## src/rtl/disp_pkg.sv

```systemverilog
// Shared definitions for the display scan controller.
//   - Field positions inside the 24-bit word sent to the 74HC595 chain writer.
//   - Hex glyph table, bit order {g,f,e,d,c,b,a}, active-high.
//   - Scan FSM state type.
package disp_pkg;

    localparam int SEG_MSB = 23;
    localparam int SEL_MSB = 15;
    localparam int LED_MSB = 7;

    localparam logic [6:0] SEG_GLYPH [16] = '{
        7'h3F, 7'h06, 7'h5B, 7'h4F, 7'h66, 7'h6D, 7'h7D, 7'h07,
        7'h7F, 7'h6F, 7'h77, 7'h7C, 7'h39, 7'h5E, 7'h79, 7'h71
    };

    typedef enum logic [2:0] {
        ST_IDLE           = 3'd0,
        ST_SEND_ON        = 3'd1,
        ST_DWELL          = 3'd2,
        ST_SEND_OFF       = 3'd3,
        ST_ADVANCE        = 3'd4,
        ST_SEND_OFF_FINAL = 3'd5
    } scan_state_t;

endpackage

```

## src/rtl/seg7_decode.sv

```systemverilog
// Nibble to 7-segment field decoder.
//   nibble : hex digit 0..F
//   dp     : decimal point request
//   blank  : force the whole field (including dp) off
//   seg    : {dp,g,f,e,d,c,b,a}, active-high
module seg7_decode
    import disp_pkg::*;
(
    input  logic [3:0] nibble,
    input  logic       dp,
    input  logic       blank,
    output logic [7:0] seg
);

    // Glyph lookup with blanking overriding both glyph and decimal point.
    always_comb begin
        if (blank) begin
            seg = 8'h00;
        end else begin
            seg = {dp, SEG_GLYPH[nibble]};
        end
    end

endmodule

```

## src/rtl/disp_scan_ctrl.sv

```systemverilog
// Multiplexed 7-segment scan controller.
// Each digit period sends one lit word (segments, one-hot select, LEDs) to the
// 74HC595 chain writer and, for brightness below full, a blanked word partway
// through the period.
//   i_CLK, i_RST : clock, synchronous active-high reset
//   i_EN         : scan enable; dropping it finishes the period, blanks, idles
//   i_DIGITS     : nibble per digit, digit k = [4k+3:4k]
//   i_DP/i_BLANK : per-digit decimal point / force-off
//   i_LEDS       : discrete LEDs, sampled live at each send
//   i_BRIGHT     : on-time = (i_BRIGHT+1)/8 of the digit period
//   o_WR_DATA    : word to writer, changes only together with o_WR_VALID
//   o_WR_VALID   : one-cycle load pulse
//   o_FRAME      : one-cycle pulse alongside the digit-0 word after a wrap
module disp_scan_ctrl
    import disp_pkg::*;
#(
    parameter int N_DIGITS    = 6,
    parameter int SLOT_CYCLES = 6250,
    parameter int WR_GAP      = 56
) (
    input  logic                  i_CLK,
    input  logic                  i_RST,
    input  logic                  i_EN,
    input  logic [4*N_DIGITS-1:0] i_DIGITS,
    input  logic [N_DIGITS-1:0]   i_DP,
    input  logic [N_DIGITS-1:0]   i_BLANK,
    input  logic [7:0]            i_LEDS,
    input  logic [2:0]            i_BRIGHT,
    output logic [23:0]           o_WR_DATA,
    output logic                  o_WR_VALID,
    output logic                  o_FRAME
);

    localparam int PERIOD = 8 * SLOT_CYCLES;
    localparam int PW     = $clog2(PERIOD + 1);
    localparam int IW     = (N_DIGITS > 1) ? $clog2(N_DIGITS) : 1;

    localparam logic [PW-1:0] PHASE_LAST = PW'(PERIOD - 1);
    localparam logic [PW-1:0] GAP_LAST   = PW'(WR_GAP - 1);
    localparam logic [IW-1:0] IDX_LAST   = IW'(N_DIGITS - 1);

    scan_state_t           state_r, state_nxt_s;
    logic [PW-1:0]         phase_r, phase_nxt_s, on_end_s;
    logic [IW-1:0]         idx_r, idx_nxt_s;
    logic [4*N_DIGITS-1:0] digits_r, digits_s;
    logic [N_DIGITS-1:0]   dp_r, dp_s, blank_r, blank_s;
    logic [2:0]            bright_r;
    logic                  snap_s, frame_s, send_on_s, send_off_s;
    logic [3:0]            nibble_s;
    logic                  dp_bit_s, blank_bit_s;
    logic [7:0]            seg_s, sel_s;
    logic [23:0]           word_s;

    // Last phase value of the lit part of the period; the blank word lands one
    // cycle later, at phase (bright+1)*SLOT_CYCLES.
    always_comb begin
        on_end_s = PW'((int'(bright_r) + 1) * SLOT_CYCLES - 1);
    end

    // Next-state, phase, digit index and snapshot/frame strobes.
    // phase_r equals the number of cycles since the current SEND_ON cycle, so
    // ADVANCE falls on phase 8*SLOT_CYCLES and the period is 8*SLOT_CYCLES+1.
    always_comb begin
        state_nxt_s = state_r;
        phase_nxt_s = phase_r + PW'(1);
        idx_nxt_s   = idx_r;
        snap_s      = 1'b0;
        frame_s     = 1'b0;
        case (state_r)
            ST_IDLE: begin
                phase_nxt_s = '0;
                if (i_EN) begin
                    snap_s      = 1'b1;
                    idx_nxt_s   = '0;
                    state_nxt_s = ST_SEND_ON;
                end else begin
                    state_nxt_s = ST_IDLE;
                end
            end
            ST_SEND_ON: begin
                state_nxt_s = ST_DWELL;
            end
            ST_DWELL: begin
                if (phase_r == PHASE_LAST) begin
                    state_nxt_s = ST_ADVANCE;
                end else if ((bright_r != 3'd7) && (phase_r == on_end_s)) begin
                    state_nxt_s = ST_SEND_OFF;
                end else begin
                    state_nxt_s = ST_DWELL;
                end
            end
            ST_SEND_OFF: begin
                state_nxt_s = ST_DWELL;
            end
            ST_ADVANCE: begin
                phase_nxt_s = '0;
                if (!i_EN) begin
                    state_nxt_s = ST_SEND_OFF_FINAL;
                end else if (idx_r == IDX_LAST) begin
                    idx_nxt_s   = '0;
                    snap_s      = 1'b1;
                    frame_s     = 1'b1;
                    state_nxt_s = ST_SEND_ON;
                end else begin
                    idx_nxt_s   = idx_r + IW'(1);
                    state_nxt_s = ST_SEND_ON;
                end
            end
            ST_SEND_OFF_FINAL: begin
                // Hold off a restart until the writer has shifted the blank out.
                if (phase_r == GAP_LAST) begin
                    phase_nxt_s = '0;
                    state_nxt_s = ST_IDLE;
                end else begin
                    state_nxt_s = ST_SEND_OFF_FINAL;
                end
            end
            default: begin
                phase_nxt_s = '0;
                idx_nxt_s   = '0;
                state_nxt_s = ST_IDLE;
            end
        endcase
    end

    // Outputs are registered against the next state, so the word is decoded
    // from the snapshot as it will be after this edge.
    always_comb begin
        digits_s    = snap_s ? i_DIGITS : digits_r;
        dp_s        = snap_s ? i_DP     : dp_r;
        blank_s     = snap_s ? i_BLANK  : blank_r;
        nibble_s    = digits_s[{idx_nxt_s, 2'b00} +: 4];
        dp_bit_s    = dp_s[idx_nxt_s];
        blank_bit_s = blank_s[idx_nxt_s];
        sel_s       = 8'b0000_0001 << idx_nxt_s;
        send_on_s   = (state_nxt_s == ST_SEND_ON);
        send_off_s  = (state_nxt_s == ST_SEND_OFF) ||
                      ((state_nxt_s == ST_SEND_OFF_FINAL) && (state_r != ST_SEND_OFF_FINAL));
    end

    seg7_decode u_seg7 (
        .nibble (nibble_s),
        .dp     (dp_bit_s),
        .blank  (blank_bit_s),
        .seg    (seg_s)
    );

    // Assemble the lit or blanked word; LEDs always come from the live input.
    always_comb begin
        word_s                 = 24'h00_0000;
        word_s[LED_MSB -: 8]   = i_LEDS;
        if (send_on_s) begin
            word_s[SEG_MSB -: 8] = seg_s;
            word_s[SEL_MSB -: 8] = sel_s;
        end else begin
            word_s[SEG_MSB -: 8] = 8'h00;
            word_s[SEL_MSB -: 8] = 8'h00;
        end
    end

    // State, counters, snapshot and registered outputs.
    always_ff @(posedge i_CLK) begin
        if (i_RST) begin
            state_r    <= ST_IDLE;
            phase_r    <= '0;
            idx_r      <= '0;
            digits_r   <= '0;
            dp_r       <= '0;
            blank_r    <= '0;
            bright_r   <= 3'd0;
            o_WR_DATA  <= 24'h00_0000;
            o_WR_VALID <= 1'b0;
            o_FRAME    <= 1'b0;
        end else begin
            state_r    <= state_nxt_s;
            phase_r    <= phase_nxt_s;
            idx_r      <= idx_nxt_s;
            o_WR_VALID <= send_on_s | send_off_s;
            o_FRAME    <= frame_s;
            if (snap_s) begin
                digits_r <= i_DIGITS;
                dp_r     <= i_DP;
                blank_r  <= i_BLANK;
                bright_r <= i_BRIGHT;
            end
            if (send_on_s || send_off_s) begin
                o_WR_DATA <= word_s;
            end
        end
    end

endmodule

```

## config.mk

```make
export PLATFORM = sky130hd
export DESIGN_NAME = disp_scan_ctrl
export DESIGN_NICKNAME = d
export VERILOG_FILES = /design/src/rtl/disp_pkg.sv /design/src/rtl/seg7_decode.sv /design/src/rtl/disp_scan_ctrl.sv
export SDC_FILE = /design/constraint.sdc
export NUM_CORES = 1
export LEC_CHECK = 0
export ABC_AREA = 0
export BUFFER_PORTS_ARGS = -buffer_cell sky130_fd_sc_hd__buf_2
export CORE_MARGIN = 1.5
export CORE_UTILIZATION = 50
export CTS_BUF_LIST = sky130_fd_sc_hd__clkbuf_4 sky130_fd_sc_hd__clkbuf_8
export CTS_CLUSTER_SIZE = 28
export DETAILED_ROUTE_END_ITERATION = 10
export GPL_TIMING_DRIVEN = 0
export PLACE_DENSITY = 0.77
export SYNTH_ARGS = -nofsm -noshare
export SYNTH_HDL_FRONTEND = slang
export SYNTH_HIERARCHICAL = 1
export SYNTH_SLANG_ARGS = --single-unit
```

## constraint.sdc

```tcl
create_clock -name i_CLK -period 9.9 [get_ports i_CLK]
set_clock_uncertainty 0.15 [all_clocks]
set_input_delay 0.495 -clock i_CLK [delete_from_list [all_inputs] [get_ports i_CLK]]
set_output_delay 0.495 -clock i_CLK [all_outputs]
set_load 0.1 [all_outputs]
```

# Word level (Yosys, flattened, before mapping)
# Memory sizes are Yosys's and may differ from the RTL's.
# Index checks and enable logic that the tools add are counted.
[totals]
ff_bits = 87
mem_bits_ro = 112
in_bits = 50
output_inout_bits = 26
wordCells = 73
mem_count = 1
[mem_list]
columns = ["name", "depth", "width", "rd", "rd_ports_with_merged_regs", "write_ports", "line", "text"]
rows = [
  ["(no name shown)", 16, 7, 1, 0, 0, "seg7_decode.sv:20", "seg = {dp, SEG_GLYPH[nibble]};"],
]
[classes]
addsub = 4
multipliers = 1
order_cmp = 2
eq_ne = 14
shifts = 2
mux = 27
n_bitwise = 3
n_reduce_logical = 9
[ops]
columns = ["op", "n"]
rows = [
  ["$mux W16", 2],
  ["$pmux W16 S2", 1],
  ["$mux W24", 1],
  ["$shiftx A24 B6 Y4", 1],
  ["$mux W3", 6],
  ["$add A16 B1 Y16 const B", 1],
  ["$eq A16 B16 Y1", 1],
  ["$eq A16 B16 Y1 const B", 1],
  ["$eq A16 B6 Y1 const B", 1],
  ["$sub A16 B1 Y16 const B", 1],
  ["$mul A4 B12 Y15 const B", 1],
  ["$pmux W3 S5", 1],
  ["$mux W7", 2],
  ["$eq A3 B3 Y1 const B", 4],
  ["$mux W6", 2],
  ["$eq A3 B2 Y1 const B", 3],
  ["$pmux W3 S3", 1],
  ["$mux W8", 1],
  ["$shl A1 B3 Y8 const A", 1],
  ["$mux W1", 7],
  ["$bmux W1 S3", 2],
  ["$eq A3 B1 Y1 const B", 2],
  ["$ne A3 B3 Y1 const B", 2],
  ["$ge A5 B5 Y1 const B", 1],
  ["13 further kinds", 16],
]

# Longest topological paths before layout
[logic_depth]
word_depth = 12
ltp_mapped = 18
depth_no_buf = 16

# Modules after synthesis
# The synthesis kept the hierarchy.
[modules_own_cells]
columns = ["module", "instances", "cells_per_inst", "area_each_um2", "seq_area_each_um2"]
rows = [
  ["disp_scan_ctrl", 1, 547, 4928.5, 1741.7],
  ["seg7_decode", 1, 37, 271.5, 0.0],
]

# Least setup slack after synthesis
# No wires, ideal clock.
[synth_path]
kind = "register to register"
from = "reg bright_r[0]"
to = "reg o_WR_DATA[0]"
setup_time_ns = 0.122
t_arrival_ns = 4.095
required_time_ns = 9.628
setup_slack_ns = 5.533
path_stages_with_launch = 19
path_buffers = 2
period_less_slack_ns = 4.367
cell_sequence = "dfxtp_1 > inv_1 > ha_1 > ha_1 > xor2_1 > ha_1 > a21o_1 > ha_1 > a211o_1 > and2_1 > o2111ai_2 > or2_1 > a21oi_1 > mux4_2 > o221ai_1 > a31oi_1 > buf_6 > buf_12 > mux2i_1"
[synth_between]
elab_chain_cells = 12
[synth_rtl]
columns = ["element", "line", "text"]
rows = [
  ["start: declaration", "disp_scan_ctrl.sv:47", "logic [2:0] bright_r;"],
  ["start signal: assignment", "disp_scan_ctrl.sv:184", "bright_r <= i_BRIGHT;"],
  ["$add A3 B1 Y4", "disp_scan_ctrl.sv:57", "on_end_s = PW'((int'(bright_r) + 1) * SLOT_CYCLES - 1);"],
  ["$mul A4 B12 Y15", "disp_scan_ctrl.sv:57", ""],
  ["$sub A16 B1 Y16", "disp_scan_ctrl.sv:57", ""],
  ["$eq A16 B16 Y1", "disp_scan_ctrl.sv:86", "end else if ((bright_r != 3'd7) && (phase_r == on_end_s)) begin"],
  ["$logic_and A1 B1 Y1 (*)", "disp_scan_ctrl.sv:86", ""],
  ["$mux W1 (*)", "disp_scan_ctrl.sv:86", ""],
  ["$mux W3 (*)", "disp_scan_ctrl.sv:84", "if (phase_r == PHASE_LAST) begin"],
  ["$pmux W3 S5 (*)", "disp_scan_ctrl.sv:69", "case (state_r)"],
  ["$eq A3 B3 Y1", "disp_scan_ctrl.sv:138", "((state_nxt_s == ST_SEND_OFF_FINAL) && (state_r != ST_SEND_OFF_FINAL));"],
  ["$logic_and A1 B1 Y1", "disp_scan_ctrl.sv:138", ""],
  ["$logic_or A1 B1 Y1", "disp_scan_ctrl.sv:137", "send_off_s = (state_nxt_s == ST_SEND_OFF) ||"],
  ["$logic_or A1 B1 Y1 (*)", "disp_scan_ctrl.sv:186", "if (send_on_s || send_off_s) begin"],
  ["end signal: assignment", "disp_scan_ctrl.sv:187", "o_WR_DATA <= word_s;"],
  ["end: declaration", "disp_scan_ctrl.sv:29", "output logic [23:0] o_WR_DATA,"],
]
# Mark *: on every way between the ends. The rest lies on a longest branch, timed or not.
# A chain may end at the register's enable or synchronous reset.

# Final worst setup path
[layout_path]
from = "reg bright_r[0]"
to = "reg o_WR_DATA[23]"
[layout_between]
elab_chain_cells = 12
[layout_rtl]
columns = ["element", "line"]
rows = [
  ["$add A3 B1 Y4", "disp_scan_ctrl.sv:57"],
  ["$mul A4 B12 Y15", "disp_scan_ctrl.sv:57"],
  ["$sub A16 B1 Y16", "disp_scan_ctrl.sv:57"],
  ["$eq A16 B16 Y1", "disp_scan_ctrl.sv:86"],
  ["$logic_and A1 B1 Y1 (*)", "disp_scan_ctrl.sv:86"],
  ["$mux W1 (*)", "disp_scan_ctrl.sv:86"],
  ["$mux W3 (*)", "disp_scan_ctrl.sv:84"],
  ["$pmux W3 S5 (*)", "disp_scan_ctrl.sv:69"],
  ["$eq A3 B3 Y1", "disp_scan_ctrl.sv:138"],
  ["$logic_and A1 B1 Y1", "disp_scan_ctrl.sv:138"],
  ["$logic_or A1 B1 Y1", "disp_scan_ctrl.sv:137"],
  ["$logic_or A1 B1 Y1", "disp_scan_ctrl.sv:186"],
]
# Marked as above.

==> results by group <==
Outcome
  – Outcome: completed

Yosys
  – Synth Register Bits: just under 90
  – Synth Instances: a little under 600
  – Synth Area in XOR/XNOR: slightly above 7%
  – Async SR Flop Fraction: 0%
  – Number of synthesized flops with an enable pin: 0
  – Unique masters post-synth: between 60 and 70
  – Multiplexer share of the synthesized area: 14.1%
  – Syn avg cell area: between 8 and 9 µm²
  – Top cells by area, synth: dfxtp_1 (33%), mux2i_1 (11%), ha_1 (6.7%)
  – Synth cell count leaders: dfxtp_1 (87), nor2_1 (76), mux2i_1 (55)
  – Synth area leader: dfxtp_1
  – Share of the synthesized area in the top cell type: 33.5%
  – Post-Synth Simple-Gate Area: between 20% and 30%
  – Most numerous cell in the Yosys netlist: dfxtp_1
  – Seq/Total Area, Yosys: roughly 33%
  – Synth Area in Compound Gates: between 10% and 20%
  – Largest family of logic cells by synthesized area: simple AND/OR/NAND/NOR gates
  – Ys flop type: dfxtp_1
  – Yosys warning total: 6
  – Mapped cell area: 5200 µm²
  – Syn Nets: around 660
  – Synth Area in Adders: under 10%

Routing
  – Pre-Repair DR Iteration Count: 5
  – Final wirelength: between 10000 and 15000 µm
  – DRC Markers: 0
  – Initial DRC Count: about 260
  – Vias: ~4400
  – Drt via density: roughly 5.5
  – ANT nets after route: 0
  – WL/cell: around 15 µm

Cells and area
  – Layout net count: 747
  – Fin util: a little under 60%
  – Ant diodes: 0
  – Syn-to-layout area delta: 13.9%
  – Layout cells sized above 1: approximately a fifth
  – Final cell count without fillers: 810

Setup path
  – Crit path kind: flop to flop
  – Critical path's slowest cell: dfxtp_1
  – CP Capture Type: flop
  – Top cell by count, worst path: ha_1
  – CP Cell Sequence: inv_1, ha_1, ha_1, xor2_1, ha_1, a21o_1, ha_1, a211o_1, and2_1, o311ai_1, o32ai_2, a31oi_1, o221ai_1, xnor2_1, a31oi_1, buf_6, buf_12, mux2i_1
  – Arrival @ worst endpoint: roughly 5000 ps
  – Required @ worst endpoint: between 10000 and 15000 ps
  – Crit path max fanout: 10
  – Crit path launch type: flop
  – Critical Path Max Stage Delay: approximately 530 ps

Timing
  – Tightest Pin Transition: 795 ps
  – Unrepaired setup endpoints after global routing: no
  – Post-route worst setup slack: 4980 ps
  – Final period util: 49.7%
  – Setup TNS: 0 ps
  – Max Fclk: 203 MHz
  – Hold slack final: around 230 ps
  – Max transition margin: about 47%
  – Setup-failing EPs final: 0
  – Minimum clock period after layout: ~5000 ps
  – Fin. max-slew vios: 0
  – Final hold viol count: 0

Power
  – Peak supply drop: 0.0794 mV
  – LEAKAGE: roughly 0.0025 µW
  – NetSw: 294 µW
  – Pint: between 500 and 600 µW
  – Pwr/cell area: approximately 140 nW/µm²
  – Sequential share of power: ~45%
  – Switching Fraction: 34.7%
  – Gate power share: between 20% and 30%
  – Clock network power share: around 28%

CTS
  – Clock net sink count: between 80 and 90
  – CTS H-Tree Depth: 3
  – Post_cts resized: 0
  – Clock latency on the worst-skew pair: ~370 ps
  – CTS Hold Bufs: 0
  – Post-CTS Setup Inserts: 0
  – Clock tree buffer depth: 2
  – Clock buffer count from CTS: 9
  – Clock tree from TritonCTS: done
  – CTS clk-pin slew, worst paths: 90 ps
  – CTS Root Cell: clkbuf_8

Floorplan
  – Core area: approximately 10000 µm²
  – Num ports: between 70 and 80
  – Width of the die: 105 µm
  – Initial Utilization: a little over 50%
  – Die height: between 100 and 150 µm
  – Die ar.: around 11000 µm²
  – # rows: 37

Global routing
  – Antenna violations before repair: 0
  – Largest net degree at the start of global routing: 17
  – GRT Overall Usage: 22.3%
  – First-pass GRT wire length: around 20000 µm
  – Remaining Overflow, GRT: 0
  – Vias in the first global route: ~4400

Placed design
  – Cells after DPL: between 700 and 800
  – PortBufs: 74
  – Pre-CTS WS: about 5000 ps
  – Final GP Congestion: between 0.9 and 1
  – HPWL Detailed: just over 9000 µm

Min path
  – HP Class: primary input to flop

Job
  – Maxcap violations: 0
-- area by class of cell --
cell class                      instances  area [µm²]
Sequential cell                        87        1740
Timing Repair Buffer                   74         370
Clock buffer                           10         131
Fill cell                             907        4260
Tap cell                              136         170
Clock inverter                          6        52.6
Inverter                               15        56.3
Multi-Input combinational cell        450        3230
Buffer                                 32         170
-- power by group through the flow --
stage,registers [µW],clock network (µW),logic [µW]
2_1_floorplan,431,0,140
3_3_place_gp,384,0,225
3_5_place_dp,385,0,233
4_1_cts,377,239,234
5_1_grt,379,256,255
6_report,377,235,235
-- flip-flops by register name (all words and copies together) (netlist names) --
signal,cells
blank_r,6
bright_r,3
digits_r,24
dp_r,6
idx_r,3
o_FRAME,1
o_WR_DATA,24
o_WR_VALID,1
phase_r,16
state_r,3
-- cell usage in the layout, fill, tap and decap left out, drive strengths merged, types with 3 or more instances in the layout --
| cell type | synthesis | final |
|---|---|---|
| or2 | 3 | 3 |
| ha | 28 | 28 |
| nand3 | 10 | 10 |
| mux2 | 12 | 12 |
| xor2 | 15 | 15 |
| clkbuf | 23 | 33 |
| nor3b | 3 | 3 |
| nor4 | 7 | 7 |
| nor2b | 27 | 27 |
| a21oi | 19 | 19 |
| nor3 | 7 | 7 |
| buf | 9 | 83 |
| or3 | 5 | 5 |
| xnor2 | 28 | 28 |
| o21ai | 14 | 14 |
| nand2 | 30 | 30 |
| dfxtp | 87 | 87 |
| and2 | 3 | 3 |
| nor2 | 77 | 77 |
| a22oi | 7 | 7 |
| mux2i | 55 | 55 |
| a211oi | 10 | 10 |
| a31oi | 6 | 6 |
| inv | 15 | 18 |
| nand4 | 3 | 3 |
| nand2b | 41 | 41 |
| o21a | 3 | 3 |
| clkinv | 0 | 3 |
| nand3b | 4 | 4 |
-- stage by stage --
step	power (µW)	cell area, µm²
2_1_floorplan	571	5200
3_5_place_dp	619	5740
4_1_cts	851	5920
3_3_place_gp	610	5740
5_1_grt	890	5920
6_report	847	5920
-- metal layers --
layer	wire (µm)	GRT usage [%]	vias up	share of wire [%]
met4	128	6.95	0	1.1
met3	554	4.37	15	4.6
met2	5770	37.9	113	48
met1	5540	28.3	2102	46
met5	0	0	-	0
li1	-	-	2198	-
-- cell families after synthesis --
family | Yosys count
xor+xnor | 43
simple gates | 228
mux | 69
buf+inv | 47
flops | 87
compound gates | 82
fa+ha+maj | 28
-- worst max-delay path, delay by kind of cell, from the launching register on --
family          cells  cell delay, ps
compound gates      7            1620
fa+ha+maj           4            1230
buf+inv             3             580
flops               1             530
xor+xnor            2             300
simple gates        1             230
mux                 1             200
-- path summary, 6_finish.rpt --
check                     start       endpoint  cells past startpoint  slack [ps]
setup / recovery    bright_r[0]  o_WR_DATA[23]                     18        4980
hold / removal      i_BRIGHT[0]    bright_r[0]                      3         230
setup reg to reg    bright_r[0]  o_WR_DATA[23]                     18        4980
hold reg to reg   o_WR_DATA[19]  o_WR_DATA[19]                      2         330
Power figures use the tool's default switching activity.
